--- src/rtl/fpu_op_sequencer.sv ---
// Operand-load / result-capture sequencer for the FPU: assembles A and B from a
// byte stream, holds them for LATENCY cycles, then captures the FPU result.
module fpu_op_sequencer #(
   parameter int LATENCY      = 8,
   parameter bit FLUSH_DENORM = 1'b1
) (
   input  logic        clock_100Khz,
   input  logic        reset,
   input  logic [7:0]  byte_in,
   input  logic        byte_valid,
   output logic        byte_ready,
   output logic [31:0] Op_A_out,
   output logic [31:0] Op_B_out,
   input  logic [31:0] fpu_data_in,
   input  logic [3:0]  fpu_status_in,
   output logic [31:0] res_data,
   output logic [3:0]  res_status,
   output logic        res_flushed,
   output logic        res_valid,
   input  logic        res_ready,
   output logic        busy
);

   typedef enum logic [1:0] {
      ST_IDLE = 2'd0,
      ST_LOAD = 2'd1,
      ST_WAIT = 2'd2,
      ST_DONE = 2'd3
   } state_t;

   localparam logic [7:0] LAT_M1 = 8'(LATENCY - 1);

   function automatic logic is_denorm(input logic [31:0] w);
      return (w[30:21] == 10'd0) && (w[20:0] != 21'd0);
   endfunction

   function automatic logic [31:0] flush_op(input logic [31:0] w);
      if (FLUSH_DENORM && is_denorm(w)) return {w[31], 31'd0};
      else return w;
   endfunction

   state_t      state_q, state_d;
   logic [2:0]  cnt_q, cnt_d;
   logic [63:0] shift_q, shift_d;
   logic [7:0]  wait_q, wait_d;
   logic        flush_q, flush_d;
   logic [31:0] op_a_q, op_a_d, op_b_q, op_b_d;
   logic [31:0] res_data_q, res_data_d;
   logic [3:0]  res_status_q, res_status_d;
   logic        res_flushed_q, res_flushed_d;
   logic        res_valid_q, res_valid_d;
   logic        byte_ready_q, byte_ready_d;
   logic        busy_q, busy_d;
   logic [63:0] assembled_s;

   // Next-state and next-output logic; outputs are registered one edge ahead
   always_comb begin
      state_d       = state_q;
      cnt_d         = cnt_q;
      shift_d       = shift_q;
      wait_d        = wait_q;
      flush_d       = flush_q;
      op_a_d        = op_a_q;
      op_b_d        = op_b_q;
      res_data_d    = res_data_q;
      res_status_d  = res_status_q;
      res_flushed_d = res_flushed_q;
      res_valid_d   = res_valid_q;
      byte_ready_d  = byte_ready_q;
      busy_d        = busy_q;
      assembled_s   = {shift_q[55:0], byte_in};

      case (state_q)
         ST_IDLE: begin
            state_d      = ST_LOAD;
            byte_ready_d = 1'b1;
         end
         ST_LOAD: begin
            if (byte_valid) begin
               shift_d = assembled_s;
               cnt_d   = cnt_q + 3'd1;
               if (cnt_q == 3'd7) begin
                  op_a_d       = flush_op(assembled_s[63:32]);
                  op_b_d       = flush_op(assembled_s[31:0]);
                  flush_d      = FLUSH_DENORM && (is_denorm(assembled_s[63:32]) ||
                                                  is_denorm(assembled_s[31:0]));
                  wait_d       = 8'd0;
                  state_d      = ST_WAIT;
                  byte_ready_d = 1'b0;
                  busy_d       = 1'b1;
               end else begin
                  state_d = ST_LOAD;
               end
            end else begin
               state_d = ST_LOAD;
            end
         end
         ST_WAIT: begin
            if (wait_q == LAT_M1) begin
               res_data_d    = fpu_data_in;
               res_status_d  = fpu_status_in;
               res_flushed_d = flush_q;
               res_valid_d   = 1'b1;
               state_d       = ST_DONE;
            end else begin
               wait_d = wait_q + 8'd1;
            end
         end
         ST_DONE: begin
            if (res_ready) begin
               res_valid_d  = 1'b0;
               byte_ready_d = 1'b1;
               busy_d       = 1'b0;
               state_d      = ST_LOAD;
            end else begin
               state_d = ST_DONE;
            end
         end
         default: begin
            state_d      = ST_IDLE;
            byte_ready_d = 1'b0;
            busy_d       = 1'b0;
         end
      endcase
   end

   // State and output registers with synchronous active-low reset
   always_ff @(posedge clock_100Khz) begin
      if (!reset) begin
         state_q       <= ST_IDLE;
         cnt_q         <= 3'd0;
         shift_q       <= 64'd0;
         wait_q        <= 8'd0;
         flush_q       <= 1'b0;
         op_a_q        <= 32'd0;
         op_b_q        <= 32'd0;
         res_data_q    <= 32'd0;
         res_status_q  <= 4'd0;
         res_flushed_q <= 1'b0;
         res_valid_q   <= 1'b0;
         byte_ready_q  <= 1'b0;
         busy_q        <= 1'b0;
      end else begin
         state_q       <= state_d;
         cnt_q         <= cnt_d;
         shift_q       <= shift_d;
         wait_q        <= wait_d;
         flush_q       <= flush_d;
         op_a_q        <= op_a_d;
         op_b_q        <= op_b_d;
         res_data_q    <= res_data_d;
         res_status_q  <= res_status_d;
         res_flushed_q <= res_flushed_d;
         res_valid_q   <= res_valid_d;
         byte_ready_q  <= byte_ready_d;
         busy_q        <= busy_d;
      end
   end

   assign byte_ready  = byte_ready_q;
   assign Op_A_out    = op_a_q;
   assign Op_B_out    = op_b_q;
   assign res_data    = res_data_q;
   assign res_status  = res_status_q;
   assign res_flushed = res_flushed_q;
   assign res_valid   = res_valid_q;
   assign busy        = busy_q;

endmodule
--- config.mk ---
export PLATFORM = sky130hd
export DESIGN_NAME = fpu_op_sequencer
export DESIGN_NICKNAME = d
export VERILOG_FILES = /design/src/rtl/fpu_op_sequencer.sv
export SDC_FILE = /design/constraint.sdc
export NUM_CORES = 1
export LEC_CHECK = 0
export BUFFER_PORTS_ARGS = -buffer_cell sky130_fd_sc_hd__buf_4
export CAP_MARGIN = 30
export CORE_MARGIN = 3
export CORE_UTILIZATION = 31
export DETAILED_ROUTE_END_ITERATION = 10
export HOLD_SLACK_MARGIN = 0.12
export PLACE_DENSITY_LB_ADDON = 0.05
export RECOVER_POWER = 100
export SLEW_MARGIN = 25
export SYNTH_ARGS = -nofsm -noshare
export SYNTH_HDL_FRONTEND = slang
export SYNTH_SLANG_ARGS = --single-unit
--- constraint.sdc ---
create_clock -name clock_100Khz -period 3.6 [get_ports clock_100Khz]
set_input_delay 0.72 -clock clock_100Khz [delete_from_list [all_inputs] [get_ports clock_100Khz]]
set_output_delay 0.72 -clock clock_100Khz [all_outputs]
set_load 0.05 [all_outputs]
# After elaboration in Yosys (flattened, before gate mapping)
# Cells that the tools add are included.
op_classes:
  addsub: 2
  multipliers: 0
  n_div: 0
  magnitude_cmp: 0
  eq_ne: 10
  n_shift: 0
  n_mux: 21
  n_bitwise: 0
  reduce_logical: 19
ops:
  columns: ["cell", "n"]
  rows:
  - ["$mux 31", 2]
  - ["$reduce_bool 21->1", 2]
  - ["$mux 8", 3]
  - ["$logic_not 10->1", 2]
  - ["$pmux 8 s2", 1]
  - ["$reduce_and 4->1", 3]
  - ["$ne 2x2->1 const B", 5]
  - ["$add 8x1->8 const B", 1]
  - ["$eq 8x3->1 const B", 1]
  - ["$mux 2", 4]
  - ["$pmux 2 s4", 1]
  - ["$mux 1", 7]
  - ["$reduce_and 3->1", 2]
  - ["$reduce_bool 2->1", 3]
  - ["$eq 2x2->1 const B", 2]
  - ["$pmux 1 s2", 2]
  - ["$reduce_and 2->1", 2]
  - ["$add 3x1->3 const B", 1]
  - ["$eq 3x3->1 const B", 1]
  - ["$pmux 1 s3", 1]
  - ["$reduce_bool 3->1", 1]
  - ["$eq 2x1->1 const B", 1]
  - ["$logic_and 1x1->1", 2]
  - ["$logic_not 2->1", 1]
  - ["$logic_or 1x1->1", 1]
totals:
  regBits: 174
  latch_bits: 0
  ram_bits: 0
  romBits: 0
  input_bits: 48
  output_inout_bits: 104
  word_cells: 65
  mem_count: 0

# Depth between registers and ports, before layout
# Gate-level depths: netlist of the first run.
logic_depth:
  word_depth: 4
  depth_mapped: 8
  depth_no_buf: 6

# Worst setup path before layout of the first run
# OpenSTA, ideal clock, no wires.
synth_path:
  path_type: "input-to-reg"
  startpoint: "input port byte_valid"
  endpoint: "register op_a_q[3], in the netlist Op_A_out[3]"
  setup_time_ns: 0.069
  t_arrival_ns: 1.754
  t_required_ns: 3.531
  path_slack_ns: 1.777
  stages: 7
  cell_sequence: "and3b_1 > clkbuf_1 > and2_1 > buf_4 > clkbuf_1 > nand3_1 > o21ai_1"
synth_via:
  elab_chain_len: 1
synth_lines:
  columns: ["element", "line_no", "source"]
  rows:
  - ["start, declared", "10", "input logic byte_valid,"]
  - ["$reduce_and 3->1 (no line)", null, null]
  - ["end signal, assigned", "149", "op_a_q <= op_a_d;"]
  - ["end, declared", "47", "logic [31:0] op_a_q, op_a_d, op_b_q, op_b_d;"]
# No other way between the ends.
# A chain may end at the register's enable or synchronous reset.

# Worst setup path in the final report of the first run
layout_path:
  startpoint: "register state_q[0]"
  endpoint: "register op_a_q[10], in the netlist Op_A_out[10]"
layout_via:
  elab_chain_len: 2
layout_lines:
  columns: ["element", "line_no", "source"]
  rows:
  - ["start, declared", "42", "state_t state_q, state_d;"]
  - ["start signal, assigned", "144", "state_q <= state_d;"]
  - ["$eq 2x1->1", "73", "case (state_q)"]
  - ["$reduce_and 3->1 (no line)", null, null]
# No other way between the ends.

==> results of run 1 <==
## layout by cell type (no fill, tap or decap), types with 4 or more instances in the layout
cell and instances:
nand3_1 89, dfxtp_1 174, nor4_1 10, xnor2_1 5, a21boi_1 4, nand4_1 4
buf_4 53, clkinv_2 5, nor2_1 12, clkbuf_16 17, nand2_1 242, a21boi_0 117
o21ai_0 40, clkbuf_1 109
## layout make-up
cell class              count  area (um2)
clock inverters            11       141.4
multi-input cells         560        2935
well taps                 275       344.1
fillers                  2257       12960
inverters                   1       3.754
repair buffers            164       833.3
clock buffers              20       456.7
flip-flops and latches    174        3483
## worst paths after layout
kind	slack, ps	startpoint	to
max	910	state_q[0]	Op_A_out[10]
min	450	Op_A_out[29]	Op_A_out[29]
max reg2reg	910	state_q[0]	Op_A_out[10]
min reg2reg	450	Op_A_out[29]	Op_A_out[29]
## sequential cells by signal, indices dropped and copies added, names as in the netlist
name / cells
Op_A_out: 32
Op_B_out: 32
res_valid: 1
wait_q: 8
busy: 1
state_q: 2
cnt_q: 3
res_flushed: 1
flush_q: 1
res_status: 4
res_data: 32
byte_ready: 1
shift_q: 56
## kinds of logic after synthesis
family / count (synthesis) / share of synthesized area (%)
flip-flops: 174 / 51.80
XOR/XNOR: 7 / 0.9118
multiplexers: 1 / 0.1489
buffers and inverters: 65 / 4.168
AND/OR/NAND/NOR: 376 / 24.19
AO/OA/AOI/OAI: 173 / 18.22
adder cells (fa/ha/maj): 3 / 0.5583
## layer usage
layer  vias up  global-route usage, %  wire length [um]
met5         -                      0                 0
met3        15                  3.681               908
met2       136                  24.19              8208
li1       2929                      -                 -
met1      2707                  22.89              9626
met4         0                  3.946               181
## worst max-delay path, delay by kind of cell (launching register included)
kind | cells | cell delay, ps
compound gates | 1 | 190
flops | 1 | 470
buf+inv | 1 | 980
simple gates | 3 | 980
## metrics by stage
| step | hold slack [ps] | cells | worst slack [ps] | power, uW |
|---|---|---|---|---|
| 2_1_floorplan | 431.0 | 799 | 1777 | 2068 |
| 3_3_place_gp | 440.4 | 1174 | 1305 | 2137 |
| 3_5_place_dp | 447.9 | 1174 | 1244 | 2139 |
| 4_1_cts | 457.3 | 1205 | 1226 | 4022 |
| 5_1_grt | 468.1 | 1205 | 557.3 | 4117 |
| 6_report | 453.1 | 1205 | 906.3 | 3965 |
## where the power goes
| part | internal (uW) | leakage [uW] | switching, uW |
|---|---|---|---|
| Clock | 1120 | 0.000299 | 752 |
| Sequential | 1930 | 0.00140 | 11.0 |
| Combinational | 64.0 | 0.00101 | 81.8 |
==> impl_metrics.yaml, run 1 <==
global_route:
  grt_use_total_pct: 15.92
  overflow: 0
  grt_pass1_vias: 5627
  grt_max_degree: 72
  grt_antenna_before_repair: 0
  grt_pass1_wl_mm: 30.69
run:
  drv_cap: 1
die:
  die_y_um: 153.3
  start_util_pct: 31.79
  num_rows: 53
  die_x_um: 153.3
  top_level_ports: 152
  core_mm2: 0.02115
  design.die.area_mm2: 0.02349
synth:
  synth_top_area_share_pct: 51.80
  yosysSeqAreaShare_pct: 51.80
  synth_warnings: 0
  yosysMostFrequentCell: "nand2_1"
  synth_edf_count: 0
  synth_seq_cells: 174
  syn_inst: 799
  synthesis.nets: 850
  async_reset_ff_share_pct: 0
  ys_types: 40
  yosys-top-cells-count: "nand2_1 (242), dfxtp_1 (174), nand3_1 (89), a21boi_0 (69), a21boi_1 (52)"
  synth_area_leaders: "dfxtp_1 (52%), nand2_1 (14%), a21boi_0 (7.7%)"
  synth_area_mm2: 0.006724
  synth_flop_cell: "dfxtp_1"
  syn_avg_cell_area_um2: 8.415
  synth_largest_area_cell: "dfxtp_1"
sta:
  max_freq_mhz: 371.2
  worstMarginPinSlew_ps: 1676
  tns_ps: 0
  setup-violations-final: 0
  rsz0062_at_grt: "false"
  fin_skew_ps: 7.740
  min_period_over_period_pct: 74.83
  final_max_slew_viol_count: 39
  hold_violations: 0
  max_slew_margin_pct: -11.75
  fin_crit_ps: 2694
power:
  p_leak_uw: 0.002713
  p_per_area_mw_per_mm2: 483.7
  peakVddDrop_mv: 0.2924
worst_setup_path:
  worst-r2r-cell-count: 5
  worstPathCellList: "and3b_2 -> and2_0 -> clkbuf_1 -> nand3_1 -> o21ai_1"
  slowest_delay_ps: 980
  crit_path_start_kind: "flip-flop"
  cp_data_arrival_time_ps: 3040
  crit_required_ps: 3950
  critPathMaxFanout: 28
  critPathSlowestCell: "clkbuf_1"
  crit_path_end_kind: "flip-flop"
  critPathKind: "reg2reg"
route:
  drt_wl_total_mm: 18.92
  post_drt_wl_per_cell_um: 15.70
  post-route-drc-count: 0
  first_pass_iters: 4
  drtIter0Drc: 257
  num_vias: 5787
  ant_nets: 0
  drt-vias-per-instance: 4.802
clock_tree:
  cts.htree.levels: 4
  cts_buffers: 17
  cts_resized: 0
  clock_latency_ps: 420
  post_cts_buffers: 0
  cts_buffer_depth: 2
  cts_num_sinks: 174
  cts_root_buf: "clkbuf_16"
  ctsHoldBuffers: 0
  clkTransAtPathRegs_ps: 60
  tritoncts: "yes"
layout:
  fin_util_pct: 38.75
  fin_area_mm2: 0.008198
  nets: 969
  drive_gt1_share_pct: 9.570
  synthToLayoutAreaGrowth_pct: 21.92
  diodes: 0
placement:
  io_buffers: 151
  place_congestion: 0.8104
  hpwlAfterDp_mm: 13.15
  placed_area_mm2: 0.008038
worst_hold_path:
  holdCritPathClass: "reg2reg"
  holdPathStages: 2
outcome:
  violations: "max-capacitance violations, max-slew violations"
  status: "finished with violations"
(Power assumes the default switching activity.)
==> run 2: changes to the inputs <==
--- a/config.mk
+++ b/config.mk
@@ -5,6 +5,7 @@
 export SDC_FILE = /design/constraint.sdc
 export NUM_CORES = 1
 export LEC_CHECK = 0
+export ABC_AREA = 1
 export BUFFER_PORTS_ARGS = -buffer_cell sky130_fd_sc_hd__buf_4
 export CAP_MARGIN = 30
 export CORE_MARGIN = 3
==> constraint.sdc (replaced) <==
create_clock -name clock_100Khz -period 2.4 [get_ports clock_100Khz]
set_input_delay 0.48 -clock clock_100Khz [delete_from_list [all_inputs] [get_ports clock_100Khz]]
set_output_delay 0.48 -clock clock_100Khz [all_outputs]
set_load 0.05 [all_outputs]
==> impl_metrics.yaml, run 2 <==
outcome:
  status: "finished, final reports clean"
synth:
  synth_flop_cell: "dfxtp_1"
  yosys-top-cells-count: "nand2_1 (201), dfxtp_1 (174), a21oi_1 (129), o21ai_0 (72), inv_1 (65)"
  ys_types: 25
  yosysMostFrequentCell: "nand2_1"
  synth_warnings: 0
  synth_area_leaders: "dfxtp_1 (52%), nand2_1 (11%), a21oi_1 (9.7%)"
  synth_edf_count: 0
  syn_inst: 855
  yosys.area_share.simple_pct: 21.75
  synth_fa_ha_area_share_pct: 0.5631
  synth_top_area_share_pct: 52.25
  yosysSeqAreaShare_pct: 52.25
  synth_area_mm2: 0.006666
  muxShareOfSynthArea_pct: 0
  synth_top_family_by_area: "simple AND/OR/NAND/NOR gates"
  synth_compound_area_share_pct: 17.10
  async_reset_ff_share_pct: 0
  syn_avg_cell_area_um2: 7.797
  synthesis.nets: 906
  synth-xor-area-share_pct: 0.2628
  synth_largest_area_cell: "dfxtp_1"
  synth_seq_cells: 174
route:
  highest_layer: "met4"
  wl_met2_mm: 7.904
  routedLengthMet1_mm: 9.040
  drt-vias-per-instance: 4.510
  met3_length_um: 605
  post_drt_wl_per_cell_um: 13.87
  ant_nets: 0
  num_vias: 5750
  drt_wl_total_mm: 17.69
  drtIter0Drc: 296
  post-route-drc-count: 0
  first_pass_iters: 4
worst_setup_path:
  critPathKind: "reg2reg"
  critPathMaxFanout: 23
  rr_startpoint: "cnt_q[0]"
  cp_data_arrival_time_ps: 2310
  worst-r2r-cell-count: 8
  slowest_delay_ps: 600
  critPathSlowestCell: "inv_1"
  crit_path_end_kind: "flip-flop"
  path_buf_inv: 2
  cp_top_family: "buffers and inverters"
  crit_required_ps: 2730
  worstPathCellList: "ha_1 -> ha_1 -> nand4_1 -> nand2_1 -> inv_1 -> buf_12 -> nand2_1 -> o31ai_2"
  crit_path_start_kind: "flip-flop"
  rrSetupSlack_ps: 420
  r2r_end: "Op_B_out[25]"
run:
  drv_cap: 0
sta:
  min_period_over_period_pct: 82.43
  fin_skew_ps: 13.09
  max_slew_margin_pct: 45.21
  tns_ps: 0
  layout_setup_ws_ps: 421.6
  hold_violations: 0
  setup-violations-final: 0
  final_max_slew_viol_count: 0
  worstMarginPinSlew_ps: 821.0
  max_freq_mhz: 505.5
  fin_crit_ps: 1978
  rsz0062_at_grt: "false"
layout:
  multi_input_area_mm2: 0.002605
  largest_reg_flops: 56
  fin_util_pct: 38.87
  nets: 1038
  drive_gt1_share_pct: 10.80
  diodes: 0
  final_common_cell: "nand2_1"
  registers.top_by_ff_count: "shift_q"
  seqCellArea_mm2: 0.003483
  fillers: 2345
  layout_common_cells: "nand2_1 (202), dfxtp_1 (174), a21oi_1 (129), clkbuf_1 (109), o21ai_0 (81)"
  fin_area_mm2: 0.008197
  synthToLayoutAreaGrowth_pct: 22.95
die:
  die_y_um: 152.6
  design.die.area_mm2: 0.02330
  num_rows: 53
  top_level_ports: 152
  die_x_um: 152.6
  start_util_pct: 31.61
  core_mm2: 0.02109
power:
  peakVddDrop_mv: 0.3887
  p_per_area_mw_per_mm2: 742.3
  power_uw: 6084
  p_leak_uw: 0.003061
clock_tree:
  cts_buffers: 17
  clkTransAtPathRegs_ps: 70
  cts_resized: 0
  cts_buffer_depth: 2
  clock_latency_ps: 420
  cts_root_buf: "clkbuf_16"
  ctsHoldBuffers: 0
  post_cts_buffers: 0
  cts.htree.levels: 4
  tritoncts: "yes"
  cts_num_sinks: 174
worst_hold_path:
  hold_end: "res_data[3]"
  hp-start: "fpu_data_in[3]"
  holdPathStages: 3
  holdCritPathClass: "in2reg"
global_route:
  grt_pass1_wl_mm: 29.55
  grt_pass1_vias: 5620
  overflow: 0
  grt_max_degree: 103
  grt_antenna_before_repair: 0
  grt_use_total_pct: 15.15
placement:
  placed_area_mm2: 0.008073
  dpl_worst_slack_ps: 544.6
  place_congestion: 0.7758
  hpwlAfterDp_mm: 12.20
  io_buffers: 151
==> run 2: cells by family after synthesis <==
family          after synthesis
buf+inv                     128
compound gates              215
xor+xnor                      2
flops                       174
fa+ha+maj                     3
simple gates                333
==> run 2: where the power goes <==
group,switching [uW],internal [uW],total [uW]
registers,60.0,2950,3010
logic,215,141,356
clock network,1160,1550,2710
total,1440,4640,6080
==> run 2: how the worst max path moves through the flow <==
| stage | to | depth (start not counted) | from |
|---|---|---|---|
| floorplan | res_data[10] | 8 | wait_q[0] |
| global placement | shift_q[16] | 5 | byte_valid |
| detailed placement | Op_B_out[6] | 7 | cnt_q[0] |
| CTS | Op_B_out[6] | 7 | cnt_q[0] |
| global route | Op_B_out[15] | 8 | cnt_q[0] |
| finish | Op_B_out[25] | 8 | cnt_q[0] |
==> run 2: area by class of cell <==
class,instances,share of cell area (%)
Sequential cell,174,42.50
Multi-Input combinational cell,553,31.78
Timing Repair Buffer,170,11.13
Clock buffer,21,5.862
Tap cell,275,4.198
Inverter,71,3.251
Clock inverter,11,1.282
==> run 2: per-layer routing <==
metal  GRT usage, %  vias up
met4          3.564        0
met2          23.67      107
met1          21.50     2574
li1               -     3061
met5              0        -
met3          3.323        8
==> run 2: per-stage QoR <==
stage,hold WS (ps),std cells
final,335.2,1275
after global routing,318.4,1275
after CTS,317.7,1275
after detailed placement,444.3,1243
after global placement,446.1,1243
after floorplan,427.6,855
==> run 2: worst register-to-register path: stages, from the launching register on <==
cell	delay [ps]
dfxtp_1	320
ha_1	190
ha_1	170
nand4_1	160
nand2_1	70
inv_1	600
buf_12	250
nand2_1	80
o31ai_2	50
==> run 3: changes to the inputs <==
==> constraint.sdc (replaced) <==
create_clock -name clock_100Khz -period 1.9 [get_ports clock_100Khz]
set_input_delay 0.38 -clock clock_100Khz [delete_from_list [all_inputs] [get_ports clock_100Khz]]
set_output_delay 0.38 -clock clock_100Khz [all_outputs]
set_load 0.05 [all_outputs]
==> impl_metrics.yaml, run 3 (synthesis results as in run 2) <==
outcome:
  status: "finished, final reports clean"
worst_setup_path:
  worstPathCellList: "ha_1 -> nand3_1 -> nor2_2 -> nand2_1 -> clkbuf_4 -> nand2_1 -> a21oi_1"
  r2r_end: "res_status[0]"
  path_buf_inv: 1
  crit_path_end_kind: "flip-flop"
  critPathKind: "reg2reg"
  cp_top_family: "simple AND/OR/NAND/NOR gates"
  crit_cells: 7
  crit_path_start_kind: "flip-flop"
  cp_data_arrival_time_ps: 2000
  crit_required_ps: 2200
  critPathMaxFanout: 38
  critPathSlowestCell: "dfxtp_1"
  slowest_delay_ps: 360
  crit_end: "res_status[0]"
  path_common_cell: "nand2_1"
  crit_start: "wait_q[1]"
  worst-r2r-cell-count: 7
  rrSetupSlack_ps: 210
  rr_startpoint: "wait_q[1]"
power:
  p_leak_uw: 0.003088
  p_switching_uw: 1881
  peakVddDrop_mv: 0.5136
  p_int_uw: 5872
  sw_frac_of_total_pct: 24.27
  pwr-share-comb_pct: 5.8
  p_per_area_mw_per_mm2: 944.7
  clkPwrFrac_pct: 45.1
  p_seq_share_pct: 49.1
sta:
  final_max_slew_viol_count: 0
  min_period_over_period_pct: 89.10
  fin_crit_ps: 1693
  tns_ps: 0
  setup-violations-final: 0
  max_slew_margin_pct: 56.36
  hold_violations: 0
  max_freq_mhz: 590.7
  rsz0062_at_grt: "false"
  worstMarginPinSlew_ps: 657.4
  fin_skew_ps: 10.67
global_route:
  grt_pass1_wl_mm: 29.27
  overflow: 0
  grt_antenna_before_repair: 0
  grt_max_degree: 65
  grt_use_total_pct: 14.96
  grt_pass1_vias: 5695
placement:
  io_buffers: 151
  hpwlAfterDp_mm: 11.99
  place_congestion: 0.7298
  place_inst: 1243
layout:
  diodes: 0
  seqCellArea_mm2: 0.003483
  nets: 1038
  layout.cells.non_filler: 1275
  final_common_cell: "nand2_1"
  drive_gt1_share_pct: 11.40
  fin_util_pct: 38.92
  fillers: 2345
  layout_common_cells: "nand2_1 (201), dfxtp_1 (174), a21oi_1 (129), clkbuf_1 (104), o21ai_0 (82)"
  largest_reg_flops: 56
  synthToLayoutAreaGrowth_pct: 23.12
  registers.top_by_ff_count: "shift_q"
  multi_input_area_mm2: 0.002605
die:
  die_y_um: 152.6
  core_mm2: 0.02109
  top_level_ports: 152
  die_x_um: 152.6
  num_rows: 53
  design.die.area_mm2: 0.02330
  start_util_pct: 31.61
clock_tree:
  clkTransAtPathRegs_ps: 70
  tritoncts: "yes"
  cts_root_buf: "clkbuf_16"
  clock_latency_ps: 420
  cts_num_sinks: 174
  cts_resized: 0
  cts.htree.levels: 4
  cts_buffers: 17
  cts_buffer_depth: 2
  post_cts_buffers: 0
  ctsHoldBuffers: 0
route:
  post_drt_wl_per_cell_um: 13.79
  first_pass_iters: 4
  drt-vias-per-instance: 4.601
  drt_wl_total_mm: 17.58
  drtIter0Drc: 252
  ant_nets: 0
  post-route-drc-count: 0
  num_vias: 5866
worst_hold_path:
  holdCritPathClass: "in2reg"
run:
  drv_cap: 0
## run 3: cell types whose count changed in the layout (fill, tap and decap cells not counted), moves of 2 or more
cell and change:
clkinv_4 -3, inv_6 +4, clkbuf_1 -5, buf_4 +2, clkinv_2 +2, clkbuf_8 -4
## run 3: worst min-delay path by stage
stage	slack, ps	end	start	depth (start not counted)
floorplan	430	cnt_q[1]	cnt_q[1]	2
global placement	440	cnt_q[1]	cnt_q[1]	2
detailed placement	440	cnt_q[1]	cnt_q[1]	2
CTS	210	res_data[5]	fpu_data_in[5]	3
global route	220	res_data[22]	fpu_data_in[22]	3
finish	230	Op_B_out[5]	byte_in[5]	3
## run 3: power groups by stage
stage / Sequential (uW) / Combinational, uW / Clock (uW)
5_1_grt: 3820 / 521 / 3740
4_1_cts: 3810 / 476 / 3620
2_1_floorplan: 3870 / 282 / 0
6_report: 3810 / 450 / 3500
3_3_place_gp: 3890 / 475 / 0
3_5_place_dp: 3890 / 474 / 0
## run 3: worst register-to-register path, stage by stage (launching register included)
cell and delay [ps]:
dfxtp_1 360, ha_1 240, nand3_1 160, nor2_2 210, nand2_1 60, clkbuf_4 330
nand2_1 150, a21oi_1 70
## run 3: metrics by stage
| stage | setup WS, ps | instance area, um2 | hold WS (ps) | power, uW |
|---|---|---|---|---|
| floorplan | 443.2 | 6666 | 427.6 | 4149 |
| global placement | 274.6 | 8110 | 443.2 | 4367 |
| detailed placement | 221.3 | 8110 | 443.9 | 4365 |
| CTS | 207.3 | 8693 | 208.5 | 7906 |
| global route | 8.629 | 8208 | 218.5 | 8079 |
| finish | 207.0 | 8208 | 229.7 | 7754 |
## run 3: layout make-up
cell class / instances / area share [%]
Clock buffer: 17 / 5.183
Multi-Input combinational cell: 553 / 31.74
Timing Repair Buffer: 170 / 11.28
Inverter: 71 / 3.247
Clock inverter: 15 / 1.921
Tap cell: 275 / 4.192
Sequential cell: 174 / 42.44
## run 3: layer usage
| layer | up-vias | global-route usage [%] | share of wire, % |
|---|---|---|---|
| li1 | 3062 | - | - |
| met2 | 118 | 23.62 | 45 |
| met3 | 14 | 3.295 | 3.7 |
| met5 | - | 0 | 0 |
| met4 | 0 | 4.370 | 1.1 |
| met1 | 2672 | 20.63 | 50 |
